File: config.mk
export PLATFORM = sky130hd
export DESIGN_NAME = sync_fifo_param
export DESIGN_NICKNAME = d
export VERILOG_FILES = /design/src/rtl/sync_fifo_param.sv
export SDC_FILE = /design/constraint.sdc
export NUM_CORES = 1
export LEC_CHECK = 0
export ABC_AREA = 1
export CAP_MARGIN = 10
export CORE_MARGIN = 1
export CORE_UTILIZATION = 60
export DETAILED_ROUTE_END_ITERATION = 10
export PLACE_DENSITY_LB_ADDON = 0.3
export SYNTH_ARGS = -nofsm -noshare
export SYNTH_HDL_FRONTEND = slang
export SYNTH_SLANG_ARGS = --single-unit
File: constraint.sdc
create_clock -name clk -period 2.6 [get_ports clk]
set_clock_uncertainty 0.2 [all_clocks]
set_input_delay 0.26 -clock clk [delete_from_list [all_inputs] [get_ports clk]]
set_output_delay 0.26 -clock clk [all_outputs]
set_load 0.01 [all_outputs]
File: src/rtl/sync_fifo_param.sv
// -----------------------------------------------------------------------------
// sync_fifo_param
//   Parametrised single-clock FIFO with occupancy count, programmable
//   almost-full / almost-empty thresholds and one-cycle overflow / underflow
//   error pulses. Storage is an inferred RAM array with a registered read port.
//
// Parameters
//   DATA_W     data word width in bits (>= 1)
//   DEPTH      number of entries (>= 2, any integer)
//   AF_THRESH  almost_full  when count >= AF_THRESH (1..DEPTH)
//   AE_THRESH  almost_empty when count <= AE_THRESH (0..DEPTH-1)
//
// Ports
//   clk           clock, all state changes on the rising edge
//   rst           synchronous active-high reset
//   wr, din       write request and write data
//   rd, dout      read request and registered read data
//   full, empty   count == DEPTH / count == 0
//   almost_full   count >= AF_THRESH
//   almost_empty  count <= AE_THRESH
//   count         current occupancy
//   overflow      one-cycle pulse after a rejected write
//   underflow     one-cycle pulse after a rejected read
// -----------------------------------------------------------------------------
module sync_fifo_param #(
    parameter int DATA_W    = 8,
    parameter int DEPTH     = 16,
    parameter int AF_THRESH = DEPTH - 2,
    parameter int AE_THRESH = 2,
    localparam int CW       = $clog2(DEPTH + 1)
) (
    input  logic              clk,
    input  logic              rst,
    input  logic              wr,
    input  logic              rd,
    input  logic [DATA_W-1:0] din,
    output logic [DATA_W-1:0] dout,
    output logic              full,
    output logic              empty,
    output logic              almost_full,
    output logic              almost_empty,
    output logic [CW-1:0]     count,
    output logic              overflow,
    output logic              underflow
);

    localparam int PW = (DEPTH > 1) ? $clog2(DEPTH) : 1;

    logic [DATA_W-1:0] mem [DEPTH];

    logic [PW-1:0]     wptr_reg, wptr_next;
    logic [PW-1:0]     rptr_reg, rptr_next;
    logic [CW-1:0]     count_reg, count_next;
    logic [DATA_W-1:0] dout_reg;
    logic              overflow_reg, underflow_reg;
    logic              wr_ok, rd_ok;

    // Pointers wrap explicitly so that non-power-of-two depths work.
    function automatic logic [PW-1:0] ptr_inc(input logic [PW-1:0] p);
        return (p == PW'(DEPTH - 1)) ? '0 : p + PW'(1);
    endfunction

    // Flags decode the registered count only, so they never glitch.
    always_comb begin
        full         = (count_reg == CW'(DEPTH));
        empty        = (count_reg == '0);
        almost_full  = (count_reg >= CW'(AF_THRESH));
        almost_empty = (count_reg <= CW'(AE_THRESH));
    end

    // A full FIFO still accepts a write when a read frees a slot in the same
    // cycle; an empty FIFO never forwards the incoming word to the read side.
    always_comb begin
        wr_ok = wr && (!full || rd);
        rd_ok = rd && !empty;
    end

    always_comb begin
        wptr_next  = wptr_reg;
        rptr_next  = rptr_reg;
        count_next = count_reg;
        if (wr_ok) begin
            wptr_next = ptr_inc(wptr_reg);
        end
        if (rd_ok) begin
            rptr_next = ptr_inc(rptr_reg);
        end
        if (wr_ok && !rd_ok) begin
            count_next = count_reg + CW'(1);
        end else if (rd_ok && !wr_ok) begin
            count_next = count_reg - CW'(1);
        end
    end

    // Storage array: no reset so it maps onto block RAM.
    always_ff @(posedge clk) begin
        if (wr_ok && !rst) begin
            mem[wptr_reg] <= din;
        end
    end

    always_ff @(posedge clk) begin
        if (rst) begin
            wptr_reg      <= '0;
            rptr_reg      <= '0;
            count_reg     <= '0;
            dout_reg      <= '0;
            overflow_reg  <= 1'b0;
            underflow_reg <= 1'b0;
        end else begin
            wptr_reg      <= wptr_next;
            rptr_reg      <= rptr_next;
            count_reg     <= count_next;
            // Read-first on a simultaneous read/write at the same slot
            // (full FIFO): the old word is returned.
            if (rd_ok) begin
                dout_reg <= mem[rptr_reg];
            end
            overflow_reg  <= wr && full && !rd;
            underflow_reg <= rd && empty;
        end
    end

    assign dout      = dout_reg;
    assign count     = count_reg;
    assign overflow  = overflow_reg;
    assign underflow = underflow_reg;

endmodule

Word-level counts from Yosys, hierarchy flattened:

Memory sizes are Yosys's and may differ from the RTL's. A register that Yosys moved wholly into a read port is not among the register bits.
Cells that the tools add are included.

* output and inout bits: 19
* memory bits (writable): 128
* flip-flop bits (word level): 15
* logic and storage cells: 38
* input bits: 12
* memories: 1

* $add $sub $neg: 4
* multiplexer cells: 6
* $lt $le $gt $ge: 2
* reductions and logical operators: 17
* equality and inequality tests: 3

Memory list
* mem: depth 16, bits a word 8, rd ports 1, clocked after memory_dff 1, wr ports 1, line 49 `logic [DATA_W-1:0] mem [DEPTH];`

Operator list (count)
* $mux 5: 2
* $add 4x1->4 const B: 2
* $eq 4x4->1 const B: 2
* $logic_and 1x1->1: 8
* $mux 4: 2
* $logic_not 1->1: 6
* $add 5x1->5 const B: 1
* $eq 5x5->1 const B: 1
* $ge 5x4->1 const B: 1
* $le 5x2->1 const B: 1
* $logic_not 5->1: 1
* $sub 5x1->5 const B: 1
* $mux 1: 2
* $reduce_bool 2->1: 1
* $logic_or 1x1->1: 1

Depth between registers and ports, before layout:

* word-level depth: 8
* mapped depth: 14
* mapped depth without buffers: 14

Worst setup path before layout:

No wires, ideal clock.

* path kind: reg2reg
* from: register count_reg[1], in the netlist count[1]
* to: register count_reg[3], in the netlist count[3]
* clock period less this slack: 2.315 ns
* required time: 2.284 ns
* path buffers: 0
* library setup time: 0.116 ns
* arrival time: 1.999 ns
* setup slack: 0.285 ns
* stages on the path, launching flop included: 14
* cell sequence: dfxtp_1 nor2_1 nand4_1 nand2_1 inv_1 ha_1 inv_1 ha_1 a21oi_1 nand2_1 nand2_1 nand3_1 o211ai_1 inv_1

* cells in the longest elaborated chain, start to end: 7
* elaborated cells between the ends (all ways): 16
* those cells by class: add/sub: 2; eq/ne: 1; mux: 2; reduce/logical: 11

Ends and longest elaborated chain
* start: declaration: line 53 `logic [CW-1:0] count_reg, count_next;`
* start signal: assignment: line 113 `count_reg <= count_next;`
* $eq 5x5->1 *: line 65 `full = (count_reg == CW'(DEPTH));`
* $logic_not 1->1 *: line 74 `wr_ok = wr && (!full || rd);`
* $logic_or 1x1->1 *: line 74
* $logic_and 1x1->1 *: line 74
* net wr_ok: line 56 `logic wr_ok, rd_ok;`
* $logic_not 1->1: line 90 `end else if (rd_ok && !wr_ok) begin`
* $logic_and 1x1->1: line 90
* $reduce_bool 2->1 (no source line)

Mark *: on every way through the listed nets, which the timed path passes. The rest lies on a longest branch. The select of a mux whose other input is x is not followed.
A chain may end at the register's enable or synchronous reset.

Worst setup path after layout:

* from: register count_reg[1], in the netlist count[1]
* to: output port almost_empty

* cells in the longest elaborated chain, start to end: 1

Ends and longest elaborated chain
* $le 5x2->1: line 68 `almost_empty = (count_reg <= CW'(AE_THRESH));`
* end: declaration: line 41 `output logic almost_empty,`

Every way passes these cells.

==> results.md <==
* Async SR Flop Fraction at 0%
* Post-synth top area share at 58.5%
* Area of the multi-input gates at 1740 µm²
* Reg power frac at 39.4%
* H-tree depth at 4
* Final Hold Viols at 0
* Antenna cells at 0
* Worst R2R Path Depth at 13
* I/O pin cnt at 31
* CP endpoint kind: output pin
* Setup Crit Path Kind: flip-flop to output pin
* Final worst path period share at 95.5%
* Worst Hold Depth at 3
* Total grt overflow at 0
* Power Dens Cells at 932 nW/µm²
* Largest register FFs at 128
* Largest area contributor in the netlist: edfxtp_1
* Post-Syn Area at 6570 µm²
* Post-CTS Hold Buffers at 0
* WHS Endpoint: overflow
* Starting Density at 62.8%
* Synth Register Bits at 151
* Peak VDD IR at 0.472 mV
* Final WL at 15.5 mm
* Hold WS at 0.117 ns
* Worst setup margin at 0.116 ns
* Setup_tns at 0 ns
* Top-count cell post-synth: nand2_1
* Pre-CTS WS at 0.0287 ns
* Leakage at 3.25 nW
* Number of synthesized flops with an enable pin at 128
* Die H at 107 µm
* Final Wtd Congestion at 0.881
* Clk Latency, worst-skew pair at 0.54 ns
* Vias per cell at 5.57
* IO buf count at 30
* Sw frac at 31.3%
* Syn Inst Count at 659
* Number of buffers created by CTS at 17
* Post-synth top cells: nand2_1, edfxtp_1, nand3_1, inv_1, nor2_1
* FF-to-FF setup slack at 0.19 ns
* Element type at the critical path start: flip-flop
* Hold/Removal Path Class: primary input to flip-flop
* DP Wirelength at 9.39 mm
* Clk pwr share at 34.3%
* Status: completed
* Clock buffer depth at 2
* Crit path launch: count[1]
* Crit-path max FO at 6
* Nets at 732
* RSZ-0062 raised after global routing: no
* Top post-synthesis cells by area: edfxtp_1, nand2_1, nand3_1, dfxtp_1, inv_1
* DRC at 0
* Required @ worst endpoint at 2.14 ns
* Critical Path AT at 2.02 ns
* GRT Resource Usage Total at 29.3%
* Worst-margin pin slew at 0.829 ns
* Wire length per cell at 18.1 µm
* Max_cap viols at 0
* Core Region at 10500 µm²
* Mapped Avg Cell Area at 9.96 µm²
* Final setup fails at 0
* Syn-to-layout area delta at 18.0%
* Total of fill cells in the finished design at 705
* Worst reg2reg endpoint: count[3]
* Clk sinks at 151
* Internal power at 4.96 mW
* Vias in the first global route at 4674
* Layout cells sized above 1 at 9.27%
* Total number of vias at 4783
* Max Transition Viols Final at 0
* Switch Pwr at 2.26 mW
* Net count after synthesis at 681
* Row cnt at 37
* Most used DFF post-synth: edfxtp_1
* First-pass GRT wire length at 24.2 mm
* Synth cell types at 24
* DIE WIDTH at 107 µm
* Combinational power share at 26.3%
* CTS tree: yes
* Post-route ant nets at 0
* Pin count of the biggest net entering global routing at 68
* FF/Latch Area at 4310 µm²
* Sequential-to-total area share from yosys stat at 65.5%
* Worst min-delay path startpoint: wr
* Initial antenna violation count at 0
* FF-to-FF Start: count[2]
* Clock-pin slew on the worst setup and hold paths at 0.07 ns
* Initial DRC count at 544
* Min Tclk post-route at 2.48 ns
* DIE AREA at 11400 µm²
* Achievable clock frequency at 403 MHz
* Drt pass-1 iters at 6
* Synthesis warning total at 0
* Slew HR at 44.5%
* Final Util at 74.0%
* Root buffer cell: clkbuf_8
## worst max-delay path by stage
stage                         to  slack (ns)
global placement        count[3]        0.11
finish              almost_empty        0.12
floorplan               count[3]        0.28
global route            count[3]        0.01
detailed placement      count[3]        0.03
CTS                     count[3]         0.1
## cells in the final DEF (no fill, tap or decap)
cell type and count:
clkdlybuf4s50_1 30, inv_1 97, edfxtp_1 128, buf_4 27, nand4_1 2, nor3_1 1, clkbuf_16 16, xor2_1 5
inv_2 3, buf_12 2, clkbuf_8 2, nand2_2 1, clkinvlp_4 2, clkinv_2 1, fa_1 1, a21oi_1 25
nor2_1 33, clkinv_1 3, dfxtp_1 22, nand2_1 180, bufinv_16 3, clkinv_4 5, ha_1 9, o211ai_1 1
dfxtp_2 1, nor2_2 2, o21ai_0 12, clkbuf_1 1, nand3_1 105, inv_6 2, a2111oi_0 1
## per-layer routing
layer  wire [µm]  up-vias  track usage, %
li1            -     2260               -
met4         272        0            12.5
met3        1310       30            6.81
met1        6340     2254            38.4
met5           0        -               0
met2        7610      239            47.0
## power groups by stage
stage / clock (mW) / sequential [mW] / combinational (mW)
floorplan: 0 / 2.92 / 1.09
global placement: 0 / 2.88 / 1.73
detailed placement: 0 / 2.89 / 1.79
CTS: 2.49 / 2.84 / 1.83
global route: 2.59 / 2.86 / 2.06
finish: 2.48 / 2.84 / 1.90
## repair_timing
| item | CTS | global route |
|---|---|---|
| resized for setup | 0 | 2 |
| endpoints found under the setup margin | 0 | 2 |
| endpoints found under the hold margin | 0 | 0 |
| buffers inserted | 0 | 3 |
## per-stage QoR
stage / instance area, µm² / instances / power, mW
2_1_floorplan: 6570 / 659 / 4.01
3_3_place_gp: 7120 / 824 / 4.61
5_1_grt: 7750 / 859 / 7.51
4_1_cts: 7720 / 856 / 7.16
6_report: 7750 / 859 / 7.22
3_5_place_dp: 7120 / 824 / 4.68
## cell type report
| class | count | area share [%] |
|---|---|---|
| inverter | 103 | 4.99 |
| clock inverter | 13 | 2.21 |
| clock buffer | 19 | 5.57 |
| sequential | 151 | 55.6 |
| tap | 136 | 2.20 |
| timing repair buffer | 59 | 7.01 |
| multi-input combinational | 378 | 22.4 |
## logic make-up (layout without fill, tap and decap cells)
logic type,count (synthesis),after routing,share of synthesized area [%]
compound gates,39,39,3.07
xor+xnor,5,5,0.667
fa+ha+maj,10,10,2.02
buf+inv,130,194,8.00
flops,151,151,65.5
simple gates,324,324,20.7
## worst max-delay path, stage by stage (launching register included)
cell,delay [ns]
dfxtp_1,0.33
buf_4,0.16
a2111oi_0,0.38
clkdlybuf4s50_1,0.61
No activity file was read; power rests on OpenSTA's default activity.
